**config.mk**
```make
export PLATFORM = sky130hd
export DESIGN_NAME = ddr_region_init
export DESIGN_NICKNAME = d
export VERILOG_FILES = /design/src/rtl/ddr_region_init.sv
export SDC_FILE = /design/constraint.sdc
export NUM_CORES = 1
export LEC_CHECK = 0
export CAP_MARGIN = 20
export CORE_AREA = 2 2 248 250
export DETAILED_ROUTE_END_ITERATION = 10
export DIE_AREA = 0 0 250 252
export PLACE_DENSITY_LB_ADDON = 0.1
export SYNTH_ARGS = -nofsm -noshare
export SYNTH_HDL_FRONTEND = slang
export SYNTH_SLANG_ARGS = --single-unit
```
**constraint.sdc**
```tcl
create_clock -name clk -period 7.4 [get_ports clk]
set_input_delay 1.48 -clock clk [delete_from_list [all_inputs] [get_ports clk]]
set_output_delay 1.48 -clock clk [all_outputs]
set_load 0.05 [all_outputs]
```
**src/rtl/ddr_region_init.sv**
```systemverilog
// Post-calibration DDR region fill with optional read-back verify.
// Build option: DDR_INIT_VERIFY_EN adds the read-back compare states.
module ddr_region_init #(
  parameter int          DATA_W       = 256,
  parameter int          ADDR_W       = 25,
  parameter int          BC_W         = 7,
  parameter int          BURST_LEN    = 64,
  parameter int          BASE_ADDR    = 0,
  parameter int          REGION_WORDS = 4096,
  parameter logic [31:0] SEED         = 32'hA5A5_0000,
  parameter int          CAL_TIMEOUT  = 1048576
) (
  input  logic                clk,
  input  logic                rst_n,
  input  logic                local_cal_success,
  input  logic                local_cal_fail,
  input  logic                restart,
  output logic [ADDR_W-1:0]   amm_addr,
  output logic                amm_read,
  output logic                amm_write,
  output logic [DATA_W-1:0]   amm_writedata,
  output logic [DATA_W/8-1:0] amm_byteenable,
  output logic [BC_W-1:0]     amm_burstcount,
  input  logic                amm_ready,
  input  logic [DATA_W-1:0]   amm_readdata,
  input  logic                amm_readdatavalid,
  output logic                setup_done,
  output logic                setup_fail,
  output logic                busy,
  output logic [15:0]         err_count,
  output logic [31:0]         cycle_count
);

  localparam int LANES  = DATA_W / 32;
  localparam int NBURST = REGION_WORDS / BURST_LEN;

  if (DATA_W < 32 || DATA_W % 32 != 0 || BURST_LEN < 1 ||
      BURST_LEN > (1 << (BC_W - 1)) || REGION_WORDS < 1 ||
      REGION_WORDS % BURST_LEN != 0 || CAL_TIMEOUT < 1) begin : g_bad_params
    $error("ddr_region_init: illegal parameter set");
  end

  typedef enum logic [2:0] {
    WAIT_CAL,
    WRITE,
    VERIFY_CMD,
    VERIFY_DATA,
    DONE,
    FAIL
  } state_t;

  state_t      state, state_nx;
  logic [31:0] burst_cnt;
  logic [31:0] beat_cnt;
  logic [31:0] tmo_cnt;
  logic [31:0] word_idx;
  logic        cal_lost;
  logic        lost_now;
  logic        last_beat;
  logic        last_burst;
  logic        advance;
  logic        unused_idx;

  function automatic logic [DATA_W-1:0] pattern(input logic [23:0] w);
    logic [DATA_W-1:0] p;
    p = '0;
    for (int k = 0; k < LANES; k++) begin
      p[k*32 +: 32] = SEED ^ {w, 8'(k)};
    end
    return p;
  endfunction

  assign word_idx   = burst_cnt * BURST_LEN + beat_cnt;
  assign unused_idx = ^word_idx[31:24];
  assign lost_now   = cal_lost | ~local_cal_success;
  assign last_beat  = beat_cnt == BURST_LEN - 1;
  assign last_burst = burst_cnt == NBURST - 1;

  assign busy = state == WRITE || state == VERIFY_CMD ||
                state == VERIFY_DATA;
  assign setup_done     = state == DONE;
  assign setup_fail     = state == FAIL;
  assign amm_write      = state == WRITE;
  assign amm_byteenable = '1;
  assign amm_burstcount = BC_W'(BURST_LEN);
  assign amm_writedata  = amm_write ? pattern(word_idx[23:0]) : '0;
  assign amm_addr = (amm_write || amm_read) ?
                    ADDR_W'(BASE_ADDR + burst_cnt * BURST_LEN) : '0;

`ifdef DDR_INIT_VERIFY_EN
  logic mismatch;

  assign amm_read = state == VERIFY_CMD;
  assign mismatch = amm_readdata != pattern(word_idx[23:0]);
  assign advance  = (state == WRITE && amm_ready) ||
                    (state == VERIFY_DATA && amm_readdatavalid);

  always_ff @(posedge clk) begin
    if (!rst_n) begin
      err_count <= '0;
    end else if ((setup_done || setup_fail) && restart) begin
      err_count <= '0;
    end else if (state == VERIFY_DATA && amm_readdatavalid &&
                 mismatch && err_count != 16'hFFFF) begin
      err_count <= err_count + 16'd1;
    end
  end
`else
  logic unused_rd;

  assign amm_read  = 1'b0;
  assign err_count = '0;
  assign advance   = state == WRITE && amm_ready;
  assign unused_rd = ^{amm_readdata, amm_readdatavalid};
`endif

  always_ff @(posedge clk) begin
    if (!rst_n) state <= WAIT_CAL;
    else        state <= state_nx;
  end

  always_comb begin
    state_nx = state;
    unique case (state)
      WAIT_CAL: begin
        if (local_cal_fail)                state_nx = FAIL;
        else if (local_cal_success)        state_nx = WRITE;
        else if (tmo_cnt == CAL_TIMEOUT-1) state_nx = FAIL;
      end
      WRITE: begin
        if (amm_ready && last_beat) begin
          if (lost_now)        state_nx = FAIL;
`ifdef DDR_INIT_VERIFY_EN
          else if (last_burst) state_nx = VERIFY_CMD;
`else
          else if (last_burst) state_nx = DONE;
`endif
        end
      end
`ifdef DDR_INIT_VERIFY_EN
      VERIFY_CMD: begin
        if (amm_ready) state_nx = VERIFY_DATA;
      end
      VERIFY_DATA: begin
        if (amm_readdatavalid && last_beat) begin
          if (lost_now)                         state_nx = FAIL;
          else if (!last_burst)                 state_nx = VERIFY_CMD;
          else if (mismatch || err_count != 0)  state_nx = FAIL;
          else                                  state_nx = DONE;
        end
      end
`endif
      DONE, FAIL: begin
        if (restart) state_nx = WAIT_CAL;
      end
      default: state_nx = WAIT_CAL;
    endcase
  end

  always_ff @(posedge clk) begin
    if (!rst_n) begin
      burst_cnt   <= '0;
      beat_cnt    <= '0;
      tmo_cnt     <= '0;
      cal_lost    <= 1'b0;
      cycle_count <= '0;
    end else begin
      tmo_cnt <= (state == WAIT_CAL) ? tmo_cnt + 32'd1 : '0;
      if (state == WAIT_CAL) begin
        burst_cnt <= '0;
        beat_cnt  <= '0;
        cal_lost  <= 1'b0;
        if (state_nx == WRITE) cycle_count <= '0;
      end
      if (busy) begin
        if (cycle_count != '1) cycle_count <= cycle_count + 32'd1;
        if (!local_cal_success) cal_lost <= 1'b1;
      end
      // burst index wraps to 0 so verify restarts at the region base
      if (advance) begin
        if (last_beat) begin
          beat_cnt  <= '0;
          burst_cnt <= last_burst ? '0 : burst_cnt + 32'd1;
        end else begin
          beat_cnt <= beat_cnt + 32'd1;
        end
      end
    end
  end

endmodule

```
Yosys cells after proc, flatten, opt, wreduce, memory -nomap -nowiden
Cells that the tools add are included.
- bits in registers: 132
- bits in latches: 0
- memory bits (writable): 0
- ROM bits: 0
- bits of input ports: 263
- output and inout port bits: 373
- memories kept: 0
- $add $sub $neg: 5
- multiply operators: 0
- divide/modulo/power cells: 0
- magnitude comparators: 0
- equal/unequal tests: 10
- shift-type cells: 0
- muxes and demuxes: 24
- bitwise logic cells: 3
- reduce and logical (&&, ||, !) cells: 8
- operator list (operator ; number):
    $mux W32 ; 11
    $mux W256 ; 1
    $add A32 B1 Y32 const B ; 4
    $eq A32 B6 Y1 const B ; 2
    $eq A32 B20 Y1 const B ; 1
    $ne A32 B32 Y1 const B ; 1
    $mux W25 ; 1
    $add A24 B24 Y24 ; 1
    $mux W3 ; 7
    $pmux W3 S3 ; 1
    $not A8 Y8 ; 1
    $eq A3 B1 Y1 const B ; 2
    $eq A3 B2 Y1 const B ; 2
    $eq A3 B3 Y1 const B ; 2
    $logic_not A3 Y1 ; 1
    $mux W1 ; 3
    $logic_and A1 B1 Y1 ; 2
    $logic_or A1 B1 Y1 ; 2
    $reduce_and A2 Y1 ; 1
    $reduce_bool A2 Y1 ; 1
    $reduce_or A2 Y1 ; 1
    $not A1 Y1 ; 1
    $or A1 B1 Y1 ; 1

Longest topological paths before layout
- depth in word-level cells: 10
- depth in mapped cells: 9
- gate-level depth less buffers: 8

Worst setup path before layout
Ideal clock, no wire load.
- path type: reg-to-output
- start point: register burst_cnt[0]
- end point: output port amm_writedata[124]
- arrival time: 3.591 ns
- required time: 5.920 ns
- setup slack: 2.329 ns
- stages on the path, launching flop included: 10
- buffers on the path: 1
- path through: dfxtp_1 ha_1 fa_1 a211oi_1 o21ai_0 a221oi_1 o21bai_1 a21oi_1 mux2i_1 buf_4
- longest elaborated chain between the ends: 2
- ends and longest elaborated chain (item ; RTL line ; source):
    from (decl) ; 53 ; logic [31:0] burst_cnt;
    from (signal assigned) ; 183 ; burst_cnt <= last_burst ? '0 : burst_cnt + 32'd1;
    $add A24 B24 Y24 ; 73 ; assign word_idx = burst_cnt * BURST_LEN + beat_cnt;
    $mux W256 ; 86 ; assign amm_writedata = amm_write ? pattern(word_idx[23:0]) : '0;
    to (decl) ; 21 ; output logic [DATA_W-1:0] amm_writedata,
Every way passes these cells.

Worst setup path after layout
- start point: register beat_cnt[6]
- end point: output port amm_writedata[252]
- longest elaborated chain between the ends: 2
- ends and longest elaborated chain (item ; RTL line ; source):
    from (decl) ; 54 ; logic [31:0] beat_cnt;
    from (signal assigned) ; 185 ; beat_cnt <= beat_cnt + 32'd1;
    $add A24 B24 Y24 ; 73 ;
    $mux W256 ; 86 ;
Every way passes these cells.

==> summary.txt <==
Status
  • Status: finished clean

Clock network
  • Worst-Skew Late Latency: 0.43 ns
  • Worst-path clk slew: 0.06 ns
  • Post_cts resized: 0
  • CTS Hold Bufs: 0
  • Root buf cell: clkbuf_16
  • CTS Sinks: 132
  • Htree depth: 4
  • Cts bufs inserted: 17
  • Post-CTS Setup Inserts: 0
  • CTS tree: built
  • Deepest clock path buffer count: 2

Synth
  • Largest family of logic cells by synthesized area: buffers and inverters
  • Ys flop type: dfxtp_1
  • Post-synthesis cell type count: 66
  • Area share of fa/ha/maj cells after synthesis: 2.86%
  • Simple-Gate Fraction of Synth Area: 25.0%
  • Mean post-synth cell area: approximately 7.6 µm²
  • Async set-reset flop share out of synthesis: 0%
  • Mux contribution to synthesized area: 0.507%
  • Synth Warn #: 0
  • Part of the Yosys area used for sequential elements: 26.8%
  • EDFF count, synth: 0
  • Synthesized cell area: 0.00988 mm²
  • Yosys reg bits: around 130
  • Synthesized instance count: 1294
  • Synth Area in XOR/XNOR: around 4.6%
  • Synth Area in Compound Gates: 14.9%

Worst setup path
  • Crit Path Class: flip-flop to output port
  • Setup crit end kind: output port
  • Crit path required time: 5.92 ns
  • Critical path fanouts, max: 9
  • Worst EP arrival: 4.58 ns
  • Startpoint types: flip-flop
  • Worst r2r path cells: 7

STA
  • RSZ-0062 raised after global routing: false
  • Min Hold Slack: 0.462 ns
  • Pins Over Slew Limit: 0
  • FMAX: 165 MHz
  • Clock skew: 0.0104 ns
  • Final period utilization: 81.8%
  • Slew HR: between 30% and 40%
  • Final setup margin: approximately 1.3 ns
  • Final setup vio count: 0
  • TNS Setup: 0 ns
  • Fin. Hold Viols: 0
  • Min cycle time layout: 6.06 ns
  • Measured slew at the worst slew-check pin: 0.983 ns

Global routing
  • Met3 Track Usage GR: 2.15%
  • GR peak layer: met2
  • Largest net degree at the start of global routing: 40
  • Met1 GRT Util: 13.7%
  • First-pass GRT wire length: 48.4 mm
  • Antenna violations before repair: 0
  • Gr usage total: 9.90%
  • Gr ovfl total: 0
  • GR Layer Usage met2: 15.7%
  • Vias in the first global route: 7939

Final layout
  • Most common cell after layout, fill and taps aside: clkdlybuf4s50_1
  • Area of the multi-input gates: ~0.0052 mm²
  • Fin nets: 1645
  • Sequential Area: 0.00264 mm²
  • Diode count: 0
  • Area Growth Syn to Fin: 23.7%
  • Most frequent cells in the layout: clkdlybuf4s50_1, dfxtp_1, conb_1
  • Share of cells above drive strength 1: 5.24%
  • Fill count: 6734

Die
  • Core footprint: 0.0601 mm²
  • Die X: 250 µm
  • Initial Util: between 10% and 20%
  • I/O pins: 636
  • Row cnt: 90
  • Die Y: between 200 and 300 µm
  • Die ar.: 0.0630 mm²

Drt
  • Drt wl/cell: 15.0 µm
  • Pre-Repair DR Iteration Count: 5
  • Iteration-0 DRC Markers: 483
  • Routed Antenna Nets: 0
  • Via count: around 8700
  • Routed WL: 32.4 mm
  • Vias per inst: between 4 and 5
  • Number of remaining DRC errors: 0

Job
  • Maxcap violations: 0

Power
  • Tot Pwr: 1.94 mW
  • Leakage: 4.24 nW
  • VDD IR max: 0.000108 V
  • Power Density: approximately 160 mW/mm²

Hold path
  • Hold Path Cell Cnt: 1
  • HP Class: flip-flop to flip-flop

Placement
  • Setup Slack @ Placement: 1.73 ns
  • I/O Buffers: 264
  • Final HPWL DP: 24.2 mm
  • GPL Wtd Cong: 0.736
[sequential cells by signal (all words and copies together) (netlist names)]
signal / count
cal_lost: 1
tmo_cnt: 32
cycle_count: 32
beat_cnt: 32
burst_cnt: 32
state: 3
[power breakdown]
group,internal (mW),switching [mW]
sequential,0.717,0.0128
combinational,0.0601,0.284
clock,0.498,0.367
total,1.28,0.664
[cell families (layout without fill, tap and decap cells)]
logic type / Yosys count / in the layout
AOI/OAI and AO/OA: 250 / 250
xor gates and xnor gates: 52 / 52
adders and majority gates: 22 / 22
buffers and inverters: 365 / 331
DFF: 132 / 132
muxes: 5 / 5
other: 2 / 115
and+or+nand+nor: 466 / 466
[critical path: stages, from the launching register on]
cell,delay (ns)
dfxtp_1,0.41
ha_1,0.30
fa_1,0.46
a211oi_1,0.28
o21ai_0,0.22
a221oi_1,0.43
o21bai_1,0.18
a21oi_1,0.24
mux2i_1,0.67
clkdlybuf4s50_1,0.94
[final cells by class]
type	count	area share, %
repair buffers	274	22.3
multi-input cells	910	42.5
flip-flops and latches	132	21.6
well taps	782	8.01
clock inverters	15	1.29
inverters	25	0.768
clock buffers	17	3.48
[worst paths after layout]
path / start / slack (ns) / end
hold reg to reg: tmo_cnt[0]$_SDFF_PN0_ / 0.46 / tmo_cnt[0]$_SDFF_PN0_
hold / removal: tmo_cnt[0]$_SDFF_PN0_ / 0.46 / tmo_cnt[0]$_SDFF_PN0_
setup / recovery: beat_cnt[6]$_SDFFE_PN0P_ / 1.34 / amm_writedata[252]
setup reg to reg: burst_cnt[1]$_SDFF_PN0_ / 4.17 / burst_cnt[3]$_SDFF_PN0_
[cell usage after synthesis (all sizes together), types with 2 or more instances]
cell type,instances,area [µm²]
a211o,3,27.5
a211oi,7,52.6
a21o,5,37.5
a21oi,60,300
a22o,5,43.8
a31o,2,17.5
a31oi,49,307
a41oi,3,26.3
and2,8,50.1
and3,47,297
and4,18,159
buf,303,2260
clkbuf,37,140
conb,2,7.51
dfxtp,132,2640
ha,21,263
inv,24,90.1
mux2i,5,50.1
nand2,94,360
nand2b,6,37.5
nand3,61,318
nand4,22,138
nand4bb,2,22.5
nor2,95,359
nor2b,4,25.0
nor3,33,170
nor3b,2,15.0
nor4,32,240
o211a,2,20.0
o21a,8,60.1
o21ai,90,450
o21bai,2,15.0
o311ai,2,17.5
o31ai,3,22.5
or2,8,50.1
or3,28,185
or4,4,30.0
xnor2,24,210
xor2,28,245
[metal layers]
metal	wire length, µm	vias up
li1	-	4297
met1	16300	3995
met2	14000	353
met3	1700	15
met4	268	0
met5	0	-
[per-stage QoR]
step	instances	util (%)	instance area [µm²]
2_1_floorplan	1407	-	10300
3_3_place_gp	2121	19.3	11600
3_5_place_dp	2121	19.3	11600
4_1_cts	2153	20.3	12200
5_1_grt	2155	20.3	12200
6_report	2155	20.3	12200
No activity file was read; power rests on OpenSTA's default activity.
